<file path="src/rtl/risc16_prog_loader_if.sv">
// Byte-stream input and instruction-memory write bus of the RISC16 program loader.
// master = stream source / imem observer, slave = the loader.
interface risc16_prog_loader_if #(
  parameter int ADDR_W = 4
);
  logic              in_valid;
  logic [7:0]        in_data;
  logic              in_ready;
  logic              imem_we;
  logic [ADDR_W-1:0] imem_addr;
  logic [15:0]       imem_wdata;

  modport master (
    output in_valid, in_data,
    input  in_ready, imem_we, imem_addr, imem_wdata
  );

  modport slave (
    input  in_valid, in_data,
    output in_ready, imem_we, imem_addr, imem_wdata
  );
endinterface

</file>
<file path="src/rtl/risc16_prog_loader.sv">
// Boot loader: parses A5/N/2N data/XOR frames into 16-bit words, writes them to
// instruction memory and releases the core only after the checksum matches.
module risc16_prog_loader #(
  parameter int ADDR_W     = 4,
  parameter int WORD_COUNT = 16
) (
  input  logic                 clk,
  input  logic                 rst_n,
  input  logic                 start,
  risc16_prog_loader_if.slave  bus,
  output logic                 busy,
  output logic                 done,
  output logic                 err,
  output logic                 core_run
);

  localparam logic [2:0] S_IDLE = 3'd0;
  localparam logic [2:0] S_HDR  = 3'd1;
  localparam logic [2:0] S_CNT  = 3'd2;
  localparam logic [2:0] S_HI   = 3'd3;
  localparam logic [2:0] S_LO   = 3'd4;
  localparam logic [2:0] S_CHK  = 3'd5;
  localparam logic [2:0] S_DONE = 3'd6;
  localparam logic [2:0] S_ERR  = 3'd7;

  localparam logic [7:0] MAX_N  = 8'(WORD_COUNT);
  localparam logic [7:0] HEADER = 8'hA5;

  logic [2:0]        state_reg;
  logic [7:0]        count_reg;
  logic [7:0]        idx_reg;
  logic [7:0]        csum_reg;
  logic [7:0]        hi_reg;
  logic              imem_we_reg;
  logic [ADDR_W-1:0] imem_addr_reg;
  logic [15:0]       imem_wdata_reg;
  logic              busy_reg;
  logic              done_reg;
  logic              err_reg;
  logic              core_run_reg;

  logic              in_ready_w;
  logic              accept;
  logic [7:0]        idx_next;

  assign in_ready_w = (state_reg == S_HDR) || (state_reg == S_CNT) ||
                      (state_reg == S_HI)  || (state_reg == S_LO)  ||
                      (state_reg == S_CHK);
  assign accept     = bus.in_valid && in_ready_w;
  assign idx_next   = idx_reg + 8'd1;

  always_ff @(posedge clk or negedge rst_n) begin
    if (!rst_n) begin
      state_reg      <= S_IDLE;
      count_reg      <= '0;
      idx_reg        <= '0;
      csum_reg       <= '0;
      hi_reg         <= '0;
      imem_we_reg    <= 1'b0;
      imem_addr_reg  <= '0;
      imem_wdata_reg <= '0;
      busy_reg       <= 1'b0;
      done_reg       <= 1'b0;
      err_reg        <= 1'b0;
      core_run_reg   <= 1'b0;
    end else begin
      // The write strobe is a one-cycle pulse following each LO accept.
      imem_we_reg <= 1'b0;
      case (state_reg)
        S_IDLE, S_DONE, S_ERR: begin
          if (start) begin
            state_reg    <= S_HDR;
            done_reg     <= 1'b0;
            err_reg      <= 1'b0;
            core_run_reg <= 1'b0;
            busy_reg     <= 1'b1;
            idx_reg      <= '0;
            csum_reg     <= '0;
          end
        end
        S_HDR: begin
          if (accept && bus.in_data == HEADER) begin
            state_reg <= S_CNT;
          end
        end
        S_CNT: begin
          if (accept) begin
            if (bus.in_data == 8'd0 || bus.in_data > MAX_N) begin
              state_reg    <= S_ERR;
              err_reg      <= 1'b1;
              busy_reg     <= 1'b0;
              core_run_reg <= 1'b0;
            end else begin
              count_reg <= bus.in_data;
              state_reg <= S_HI;
            end
          end
        end
        S_HI: begin
          if (accept) begin
            hi_reg    <= bus.in_data;
            csum_reg  <= csum_reg ^ bus.in_data;
            state_reg <= S_LO;
          end
        end
        S_LO: begin
          if (accept) begin
            csum_reg       <= csum_reg ^ bus.in_data;
            imem_we_reg    <= 1'b1;
            imem_addr_reg  <= idx_reg[ADDR_W-1:0];
            imem_wdata_reg <= {hi_reg, bus.in_data};
            idx_reg        <= idx_next;
            state_reg      <= (idx_next == count_reg) ? S_CHK : S_HI;
          end
        end
        S_CHK: begin
          if (accept) begin
            busy_reg <= 1'b0;
            if (bus.in_data == csum_reg) begin
              state_reg    <= S_DONE;
              done_reg     <= 1'b1;
              core_run_reg <= 1'b1;
            end else begin
              state_reg    <= S_ERR;
              err_reg      <= 1'b1;
              core_run_reg <= 1'b0;
            end
          end
        end
        default: state_reg <= S_IDLE;
      endcase
    end
  end

  assign bus.in_ready   = in_ready_w;
  assign bus.imem_we    = imem_we_reg;
  assign bus.imem_addr  = imem_addr_reg;
  assign bus.imem_wdata = imem_wdata_reg;
  assign busy           = busy_reg;
  assign done           = done_reg;
  assign err            = err_reg;
  assign core_run       = core_run_reg;

endmodule

</file>
<file path="src/flat_wrapper.sv">
// flat-port wrapper written by rule: the top's interface ports become plain ports
module risc16_prog_loader_flat 
#(
  parameter int ADDR_W     = 4,
  parameter int WORD_COUNT = 16
)
  (clk, rst_n, start, busy, done, err, core_run, bus_in_valid, bus_in_data, bus_in_ready, bus_imem_we, bus_imem_addr, bus_imem_wdata);
  risc16_prog_loader_if #(.ADDR_W(ADDR_W)) bus_i ();
  input  logic clk;
  input  logic rst_n;
  input  logic start;
  output logic busy;
  output logic done;
  output logic err;
  output logic core_run;
  input wire logic [$bits(bus_i.in_valid)-1:0] bus_in_valid;
  input wire logic [$bits(bus_i.in_data)-1:0] bus_in_data;
  output wire logic [$bits(bus_i.in_ready)-1:0] bus_in_ready;
  output wire logic [$bits(bus_i.imem_we)-1:0] bus_imem_we;
  output wire logic [$bits(bus_i.imem_addr)-1:0] bus_imem_addr;
  output wire logic [$bits(bus_i.imem_wdata)-1:0] bus_imem_wdata;
  assign bus_i.in_valid = bus_in_valid;
  assign bus_i.in_data = bus_in_data;
  assign bus_in_ready = bus_i.in_ready;
  assign bus_imem_we = bus_i.imem_we;
  assign bus_imem_addr = bus_i.imem_addr;
  assign bus_imem_wdata = bus_i.imem_wdata;
  risc16_prog_loader #(.ADDR_W(ADDR_W), .WORD_COUNT(WORD_COUNT)) u_core (.clk(clk), .rst_n(rst_n), .start(start), .bus(bus_i), .busy(busy), .done(done), .err(err), .core_run(core_run));
endmodule
</file>
<file path="config.mk">
export PLATFORM = sky130hd
export DESIGN_NAME = risc16_prog_loader_flat
export DESIGN_NICKNAME = d
export VERILOG_FILES = /design/src/rtl/risc16_prog_loader_if.sv /design/src/rtl/risc16_prog_loader.sv /design/src/flat_wrapper.sv
export SDC_FILE = /design/constraint.sdc
export NUM_CORES = 1
export LEC_CHECK = 0
export CORE_MARGIN = 10
export CORE_UTILIZATION = 45
export DETAILED_ROUTE_END_ITERATION = 12
export HOLD_SLACK_MARGIN = 0.06
export PLACE_DENSITY_LB_ADDON = 0.25
export SYNTH_ARGS = -nofsm -noshare
export SYNTH_HDL_FRONTEND = slang
export SYNTH_SLANG_ARGS = --single-unit
</file>
<file path="constraint.sdc">
create_clock -name clk -period 2.2 [get_ports clk]
set_input_delay 0.66 -clock clk [delete_from_list [all_inputs] [get_ports clk]]
set_output_delay 0.66 -clock clk [all_outputs]
set_load 0.005 [all_outputs]
</file>
# After elaboration in Yosys (flattened, before gate mapping)
# Index checks and enable logic that the tools add are counted.
[classes] add_sub_neg=1 n_lt_le_gt_ge=1 eq_ne=20 n_mux=34 bitwise_logic=2 reduce_logical=24
[ops] op="$pmux 8 s2" count=2
[ops] op="$mux 3" count=8
[ops] op="$mux 8" count=3
[ops] op="$pmux 3 s6" count=1
[ops] op="$eq 8x8->1" count=2
[ops] op="$mux 1" count=16
[ops] op="$eq 3x3->1 const B" count=4
[ops] op="$reduce_and 6->1" count=2
[ops] op="$ne 2x1->1 const B" count=5
[ops] op="$ne 2x2->1 const B" count=5
[ops] op="$pmux 1 s3" count=3
[ops] op="$reduce_and 3->1" count=3
[ops] op="$add 8x1->8 const B" count=1
[ops] op="$eq 8x8->1 const B" count=1
[ops] op="$gt 8x5->1 const B" count=1
[ops] op="$logic_not 8->1" count=1
[ops] op="$xor 8x8->8" count=1
[ops] op="$eq 3x2->1 const B" count=2
[ops] op="$reduce_bool 2->1" count=3
[ops] op="$logic_or 1x1->1" count=5
[ops] op="$reduce_and 5->1" count=1
[ops] op="$reduce_and 2->1" count=2
[ops] op="$reduce_and 4->1" count=1
[ops] op="$eq 3x1->1 const B" count=1
[ops] op="7 further kinds" count=8
[totals] register_bits=60 inputBits=12 output_inout_bits=26 elab_cells=94

# Logic depth before layout (Yosys ltp)
# Gate-level depths: netlist of run 1.
[depth] depth_word=9 depth_mapped=8

# Worst setup path after synthesis of run 1
# No wires, ideal clock.
[synth_path] path_type="input to register" startpoint="input bus_in_data[0]" endpoint="register u_core.count_reg[0]" arrival_ps=2016 required_time_ps=2075 setup_slack_ps=59 stages=6 path_buffers=1 path_cell_list="nor4_2 -> xnor2_1 -> or4_1 -> nand2b_4 -> buf_6 -> mux2_4"
[synth_via] elab_chain_cells=4 word_cells_on_any_way=5 cone_classes="order compare: 1; bitwise: 1; reduce/logical: 3"
[synth_rtl] element="start, declared" line="flat_wrapper.sv:17" rtl="input wire logic [$bits(bus_i.in_data)-1:0] bus_in_data;"
[synth_rtl] element="$gt 8x5->1 / $logic_not 8->1 (equally long branches)" line="risc16_prog_loader.sv:88" rtl="if (bus.in_data == 8'd0 || bus.in_data > MAX_N) begin"
[synth_rtl] element="$logic_or 1x1->1" line="risc16_prog_loader.sv:88"
[synth_rtl] element="$not 1->1 (no source line)"
[synth_rtl] element="$reduce_and 3->1 (no source line)"
[synth_rtl] element="end signal, assigned" line="risc16_prog_loader.sv:94" rtl="count_reg <= bus.in_data;"
[synth_rtl] element="end, declared" line="risc16_prog_loader.sv:30" rtl="logic [7:0] count_reg;"
# Several ways; a longest one is shown, not always the timed one.
# A chain may end at the register's enable or synchronous reset.

# Worst setup path in the final report of run 1
[layout_path] startpoint="input bus_in_data[4]" endpoint="register u_core.count_reg[0]"
[layout_via] elab_chain_cells=4 word_cells_on_any_way=5 cone_classes="order compare: 1; bitwise: 1; reduce/logical: 3"
[layout_rtl] element="$gt 8x5->1 / $logic_not 8->1 (equally long branches)" line="risc16_prog_loader.sv:88"
[layout_rtl] element="$logic_or 1x1->1 (*)" line="risc16_prog_loader.sv:88"
[layout_rtl] element="$not 1->1 (no source line) (*)"
[layout_rtl] element="$reduce_and 3->1 (no source line) (*)"
# Mark *: on every way between the ends. The rest lies on a longest branch, timed or not.

==> results of run 1 <==
## through the flow
step	cells	utilization, %	TNS (ns)	power, mW
after floorplan	310	-	0	2.49
after global placement	444	58.4	-6.17	3.24
after detailed placement	444	58.4	-7.32	3.29
after CTS	460	61.5	0	4.27
after global routing	460	61.6	0	4.54
final	460	61.6	0	4.22
## cells in the mapped netlist, types with 2 or more instances
cell	count
sky130_fd_sc_hd__xnor2_1	4
sky130_fd_sc_hd__dfrtp_1	60
sky130_fd_sc_hd__o2bb2ai_1	8
sky130_fd_sc_hd__nand3_1	9
sky130_fd_sc_hd__nor4_1	2
sky130_fd_sc_hd__nand2_1	82
sky130_fd_sc_hd__and2_2	3
sky130_fd_sc_hd__clkbuf_1	10
sky130_fd_sc_hd__or3_1	3
sky130_fd_sc_hd__nand2b_1	9
sky130_fd_sc_hd__o22ai_1	2
sky130_fd_sc_hd__xor2_1	7
sky130_fd_sc_hd__mux2_2	5
sky130_fd_sc_hd__nor2b_1	2
sky130_fd_sc_hd__buf_2	2
sky130_fd_sc_hd__a21boi_0	2
sky130_fd_sc_hd__nand4_1	3
sky130_fd_sc_hd__nor2_1	11
sky130_fd_sc_hd__nor3_1	5
sky130_fd_sc_hd__inv_1	13
sky130_fd_sc_hd__a21oi_1	3
sky130_fd_sc_hd__o21ai_0	38
sky130_fd_sc_hd__nand3b_1	2
## where the power goes
part,internal (mW),total (mW),switching [mW]
Sequential,1.43,1.64,0.209
Combinational,0.828,1.62,0.789
Clock,0.515,0.962,0.446
## kinds of logic after synthesis
kind of cell	Yosys count	share of synthesized area [%]
simple gates	138	22.4
compound gates	67	14.7
flops	60	52.5
buf+inv	26	3.76
xor+xnor	11	3.37
mux	7	2.84
fa+ha+maj	1	0.437
## what timing repair did
item	4_1_cts	5_1_grt
resized for setup	6	2
endpoints found under the setup margin	13	5
pin swaps	3	3
## placed cells by master, fill, tap and decap left out, types with 3 or more instances in the layout
cell and count:
sky130_fd_sc_hd__nand2_1 82, sky130_fd_sc_hd__dfrtp_1 59, sky130_fd_sc_hd__o21ai_0 38, sky130_fd_sc_hd__buf_4 34
sky130_fd_sc_hd__clkdlybuf4s50_1 31, sky130_fd_sc_hd__inv_1 13, sky130_fd_sc_hd__nor2_1 11, sky130_fd_sc_hd__nand3_1 9
sky130_fd_sc_hd__nand2b_1 9, sky130_fd_sc_hd__clkbuf_8 9, sky130_fd_sc_hd__o2bb2ai_1 8, sky130_fd_sc_hd__xor2_1 7
sky130_fd_sc_hd__mux2_2 5, sky130_fd_sc_hd__xnor2_1 4, sky130_fd_sc_hd__nor3_1 4, sky130_fd_sc_hd__dlygate4sd2_1 4
sky130_fd_sc_hd__a21oi_1 3, sky130_fd_sc_hd__or3_1 3, sky130_fd_sc_hd__nand4_1 3, sky130_fd_sc_hd__and2_2 3
sky130_fd_sc_hd__clkinvlp_4 3, sky130_fd_sc_hd__clkinv_2 3
## worst min-delay path by stage
stage                                 start                                    end  slack, ns
4_1_cts                               rst_n          u_core.idx_reg[6]$_DFFE_PN0P_       0.24
6_report                              rst_n          u_core.idx_reg[1]$_DFFE_PN0P_       0.24
2_1_floorplan                         rst_n    u_core.bus.imem_addr[0]$_DFFE_PN0P_       0.36
3_5_place_dp   u_core.hi_reg[3]$_DFFE_PN0P_  u_core.bus.imem_wdata[11]$_DFFE_PN0P_       0.46
5_1_grt                               rst_n          u_core.idx_reg[6]$_DFFE_PN0P_       0.25
3_3_place_gp   u_core.hi_reg[2]$_DFFE_PN0P_  u_core.bus.imem_wdata[10]$_DFFE_PN0P_       0.45
## metal layers
| layer | share of wire [%] | track usage, % | vias up |
|---|---|---|---|
| met5 | 0 | 0 | - |
| met4 | 1.7 | 6.73 | 0 |
| met3 | 5.7 | 4.22 | 10 |
| met2 | 45 | 21.2 | 51 |
| met1 | 47 | 18.0 | 1173 |
| li1 | - | - | 1201 |
## layout make-up
cell class                      count  area [sq um]
Tap cell                           75          93.8
Timing Repair Buffer               72           638
Inverter                           13          48.8
Clock inverter                      7          67.6
Clock buffer                        9           124
Fill cell                         537          2320
Multi-Input combinational cell    224          1260
Sequential cell                    60          1500
==> results.md, run 1 <==
* Async set or reset register ratio after synthesis at 100%
* Slowest CP cell: sky130_fd_sc_hd__or4_4
* Setup bufs post-CTS at 0
* Clock network latency to the later pin of the worst-skew pair at roughly 0.34 ns
* Global placement routability congestion at 0.845
* Syn_nets at roughly 320
* Static leakage power at around 1.8 nW
* Crit path capture: u_core.count_reg[0]$_DFFE_PN0P_
* Register bit total from synthesis at 60
* Peak supply drop at a little over 0.0006 V
* Endpoint of the worst-slack reg-to-reg timing path: u_core.state_reg[1]$_DFFE_PN0P_
* H-tree Lvls at 3
* Stage delay of the slowest cell on the critical path at between 0.4 and 0.5 ns
* Initial antenna violation count at 0
* Flip-flop count of the largest register after layout at 16
* TritonCTS clock tree: yes
* Critical path depth at 6
* Syn-to-layout area delta at 30.6%
* Final ANT Viol Nets at 0
* Hold buffers post-CTS at 0
* Net total in the final layout at around 390
* Type of the worst min-delay path: primary input to async pin
* Maximum achievable frequency at 478 MHz
* I/O pin count at 38
* Most used flip-flop cell after synthesis: sky130_fd_sc_hd__dfrtp_1
* Proportion of synthesized chip area in sequential cells at between 50 and 60%
* Max-cap violations at 0
* Summed area of non-filler cells in the final layout at roughly 3700 sq um
* DRT iter0 DRCs at 92
* Number of flops mapped to enable cells by yosys at 0
* Reg2reg start: u_core.idx_reg[1]$_DFFE_PN0P_
* Number of warnings printed during yosys synthesis at 0
* Cell type with the largest total area after synthesis: sky130_fd_sc_hd__dfrtp_1
* Via count of the first global-routing pass at ~2400
* Proportion of layout cells with a drive suffix above 1 at between 10% and 20%
* Result of the run: finished clean
* CTS buffer count at 9
* Mean cell area of the mapped netlist at between 9 and 10 sq um
* Worst hold slack after final layout at approximately 0.24 ns
* Initial core utilization at 47.2%
* Final critical-path required period at approximately 2.1 ns
* Final setup margin at roughly 0.11 ns
* Launching element of the worst setup path: bus_in_data[4]
* Global route overflow at 0
* Die extent in x at 99.7 um
* Routed wire per std cell at 14.8 um
* Top cell type's share of synthesized area at a little over half
* Reg2reg setup slack at approximately 0.17 ns
* Pwr/cell area at between 1000 and 1500 nW/um^2
* Worst clock skew at between 0.005 and 0.006 ns
* Worst Setup Slack post-DPL at -0.476 ns
* Total standard cell area after synthesis at roughly 2900 sq um
* Final hold viol count at 0
* Core area at between 6000 and 7000 sq um
* Half-perimeter wire length of the detailed placement result at ~5000 um
* Endpoint kind of the worst setup timing path: flip-flop
* Critical path arrival at between 2 and 2.5 ns
* Maximum fanout along the worst path at 7
* Clock tree sinks at 60
* Site Rows at 28
* Period utilization at between 90% and 100%
* Setup Viol. Count Final at 0
* Tightest slew margin relative to the limit at a little under three quarters
* Clock-pin transition on the worst setup and hold timing paths at 0.07 ns
* Slew at the pin with the worst max-slew slack at approximately 0.43 ns
* Critical path type: primary input to flip-flop
* DRC violation count after routing at 0
* Number of buffers between clock root and the deepest sink at 2
* Die span in y at around 100 um
* DRT Pass-1 Iters at 7
* Total length of routed wires at slightly below 7000 um
* Pin count of the biggest net entering global routing at 46
* Quantity of I/O buffers inserted on ports at 37
* FF-to-FF path depth at 7
* Gate count after technology mapping at between 300 and 400
* Number of buffers and inverters on the critical path at 2
* Final antenna diode count at 0
* Placed cell areas at roughly 3500 sq um
* Chain of cells forming the critical path: clkdlybuf4s50_1, inv_1, xnor2_1, or4_4, nand2b_4, mux2_4
* Full die area at 9950 sq um
* Cell type group with the largest total delay on the critical path: simple AND/OR/NAND/NOR gates
* Via-to-Cell Ratio at approximately 5.3
* Type of origin of the critical path: primary input
* Synth area leaders: sky130_fd_sc_hd__dfrtp_1 (52%), sky130_fd_sc_hd__nand2_1 (11%), sky130_fd_sc_hd__o21ai_0 (6.6%)
* Root buffer cell: sky130_fd_sc_hd__clkbuf_8
* Global-route wire length before repair at approximately 11000 um
* Synth unique cells at 48
* GRT Overall Usage at roughly 14%
* Pins Over Slew Limit at 0
* Critical path data required time at 2.43 ns
* Number of vias in the routed layout at approximately 2400
* RSZ-0062 raised after global routing: false
(Power assumes the default switching activity.)
==> run 2, diff against run 1 <==
--- a/config.mk
+++ b/config.mk
@@ -10,6 +10,7 @@
 export DETAILED_ROUTE_END_ITERATION = 12
 export HOLD_SLACK_MARGIN = 0.06
 export PLACE_DENSITY_LB_ADDON = 0.25
+export SKIP_LAST_GASP = 1
 export SYNTH_ARGS = -nofsm -noshare
 export SYNTH_HDL_FRONTEND = slang
 export SYNTH_SLANG_ARGS = --single-unit
==> results of run 2 <==
No change in the layout: final DEF, timing and power equal those of run 1.
==> run 3, diff against run 2 <==
--- a/config.mk
+++ b/config.mk
@@ -14,3 +14,4 @@
 export SYNTH_ARGS = -nofsm -noshare
 export SYNTH_HDL_FRONTEND = slang
 export SYNTH_SLANG_ARGS = --single-unit
+export TNS_END_PERCENT = 30
==> run 3 against run 2 <==
  * Sequential cell count is the same
  * Critical path depth is the same
  * Setup slack lost 0.033 ns
  * Cell count is the same
  * Maximum frequency shrank 1.5%
  * Largest cell class unchanged
  * Critical path type unchanged
  * Total power is essentially flat
==> results.md, run 3 (synthesis results as in run 1) <==
* Pins Over Slew Limit at 0 (unchanged)
* Global placement routability congestion at 0.845 (unchanged)
* Initial antenna violation count at 0 (unchanged)
* Final critical-path required period at 2.12 ns (was 2.09 ns)
* Maximum achievable frequency at 471 MHz (was 478 MHz)
* Final ANT Viol Nets at 0 (unchanged)
* Tightest slew margin relative to the limit at 71.9% (was 71.0%)
* Cell internal pwr at 2.78 mW (about the same)
* Slew at the pin with the worst max-slew slack at 0.416 ns (was 0.432 ns)
* Global route overflow at 0 (unchanged)
* Number of buffers between clock root and the deepest sink at 2 (unchanged)
* Total Power at 4.22 mW (about the same)
* Via count of the first global-routing pass at 2438 (unchanged)
* Period utilization at 96.5% (was 95.0%)
* Comb power frac at 38.3% (about the same)
* Static leakage power at 1.78 nW (was 1.79 nW)
* Post-Layout Cell Count at 460 (unchanged)
* Via-to-Cell Ratio at 5.29 (about the same)
* Die span in y at 99.7 um (unchanged)
* Flip-flop count of the largest register after layout at 16 (unchanged)
* Half-perimeter wire length of the detailed placement result at 5020 um (unchanged)
* Max-cap violations at 0 (unchanged)
* Fraction of power consumed by the clock network at 22.8% (about the same)
* Final antenna diode count at 0 (unchanged)
* TritonCTS clock tree: yes (unchanged)
* Final core area utilization at 61.6% (about the same)
* Fillcell total at 537 (unchanged)
* Clock-pin transition on the worst setup and hold timing paths at 0.07 ns (about the same)
* Hold buffers post-CTS at 0 (unchanged)
* Root buffer cell: sky130_fd_sc_hd__clkbuf_8 (unchanged)
* Routed wire per std cell at 14.8 um (about the same)
* Global-route wire length before repair at 11400 um (unchanged)
* Syn-to-layout area delta at 30.4% (was 30.6%)
* Die extent in x at 99.7 um (unchanged)
* Final hold viol count at 0 (unchanged)
* Site Rows at 28 (unchanged)
* Result of the run: finished clean (unchanged)
* Proportion of layout cells with a drive suffix above 1 at 16.9% (was 17.4%)
* Net total in the final layout at 393 (unchanged)
* Critical path type: primary input to flip-flop (unchanged)
* Peak supply drop at 0.000620 V (was 0.000619 V)
* Top library cells by usage in the layout, fill and taps aside: sky130_fd_sc_hd__nand2_1 (82), sky130_fd_sc_hd__dfrtp_1 (60), sky130_fd_sc_hd__o21ai_0 (38) (was sky130_fd_sc_hd__nand2_1 (82), sky130_fd_sc_hd__dfrtp_1 (59), sky130_fd_sc_hd__o21ai_0 (38))
* RSZ-0062 raised after global routing: true (was false)
* Core area at 6060 sq um (unchanged)
* H-tree Lvls at 3 (unchanged)
* Critical path data required time at 2.43 ns (about the same)
* Endpoint kind of the worst setup timing path: flip-flop (unchanged)
* Most common cell after layout, fill and taps aside: sky130_fd_sc_hd__nand2_1 (unchanged)
* Relative contribution of sequential cells to total power at 38.9% (about the same)
* Pwr/cell area at 1130 nW/um^2 (about the same)
* DRT iter0 DRCs at 84 (was 92)
* Number of vias in the routed layout at 2433 (was 2435)
* Type of the worst min-delay path: primary input to async pin (unchanged)
* Initial core utilization at 47.2% (unchanged)
* DRT Pass-1 Iters at 5 (was 7)
* Worst Setup Slack post-DPL at -0.476 ns (unchanged)
* CTS buffer count at 9 (unchanged)
* Setup Viol. Count Final at 0 (unchanged)
* Quantity of I/O buffers inserted on ports at 37 (unchanged)
* Count of placed standard cells including taps at 444 (unchanged)
* Critical path arrival at 2.35 ns (was 2.32 ns)
* Pin count of the biggest net entering global routing at 46 (unchanged)
* Final setup margin at 0.0774 ns (was 0.110 ns)
* DRC violation count after routing at 0 (unchanged)
* Type of origin of the critical path: primary input (unchanged)
* Full die area at 9950 sq um (unchanged)
* Total length of routed wires at 6810 um (about the same)
* I/O pin count at 38 (unchanged)
* GRT Overall Usage at 14.1% (unchanged)
* Clock network latency to the later pin of the worst-skew pair at 0.34 ns (about the same)
* Maximum fanout along the worst path at 7 (unchanged)
* Worst clock skew at 0.00414 ns (was 0.00567 ns)
* NetSw at 1.45 mW (was 1.44 mW)
* Switch share at 34.2% (about the same)
* Clock tree sinks at 60 (unchanged)
==> run 3: cell counts in the layout (fill, tap and decap cells not counted) <==
No cell type changed its count.
==> run 3: timing repair <==
item / in CTS / in global routing
hold endpoints to repair: 0 / 0
pin swaps: 3 / 0
gates resized for setup: 5 / 1
setup buffers: 0 / 0
endpoints found under the setup margin: 13 / 5
==> run 3: through the flow <==
step / hold slack (ns) / area (sq um) / TNS [ns]
after detailed placement: 0.459 / 3540 / -7.32
final: 0.240 / 3730 / 0
after CTS: 0.240 / 3730 / -0.00369
after global routing: 0.252 / 3730 / -0.0779
after floorplan: 0.364 / 2860 / 0
after global placement: 0.448 / 3540 / -6.17
==> run 3: power by group through the flow <==
stage                     sequential (mW)  combinational (mW)  clock [mW]
after CTS                            1.64                1.65       0.980
after global placement               1.65                1.59           0
final                                1.64                1.62       0.964
after detailed placement             1.66                1.63           0
after global routing                 1.69                1.83        1.03
after floorplan                      1.63               0.868           0
==> run 3: metal layers <==
| layer | part of all wire [%] | up-vias | global-route usage, % |
|---|---|---|---|
| li1 | - | 1202 | - |
| met1 | 46 | 1162 | 18.0 |
| met2 | 46 | 59 | 21.2 |
| met3 | 6.3 | 10 | 4.22 |
| met4 | 1.7 | 0 | 6.73 |
| met5 | 0 | - | 0 |
==> run 3: critical path, cell delays in order <==
cell and delay [ns]:
sky130_fd_sc_hd__dlygate4sd2_1 0.26, sky130_fd_sc_hd__nor4_2 0.29, sky130_fd_sc_hd__xnor2_1 0.13, sky130_fd_sc_hd__or4_1 0.52
sky130_fd_sc_hd__nand2b_4 0.20, sky130_fd_sc_hd__mux2_4 0.30
==> run 3: worst paths after layout <==
path                                                from                                    end  slack [ns]  depth (start not counted)
hold reg to reg             u_core.hi_reg[3]$_DFFE_PN0P_  u_core.bus.imem_wdata[11]$_DFFE_PN0P_        0.47                          2
hold / removal                                     rst_n          u_core.idx_reg[1]$_DFFE_PN0P_        0.24                          1
max in group asynchronous                          rst_n         u_core.csum_reg[2]$_DFFE_PN0P_        1.40                          2
setup / recovery                          bus_in_data[3]        u_core.count_reg[0]$_DFFE_PN0P_        0.08                          6
min in group clk            u_core.hi_reg[3]$_DFFE_PN0P_  u_core.bus.imem_wdata[11]$_DFFE_PN0P_        0.47                          2
setup reg to reg           u_core.idx_reg[1]$_DFFE_PN0P_        u_core.state_reg[1]$_DFFE_PN0P_        0.10                          7
==> run 3: final cells by class <==
class                   instances  area, sq um  share of cell area, %
well taps                      75         93.8                   2.52
multi-input cells             224         1260                   33.7
clock inverters                 7         67.6                   1.81
flip-flops and latches         60         1500                   40.2
clock buffers                   9          124                   3.32
repair buffers                 72          638                   17.1
inverters                      13         48.8                   1.31
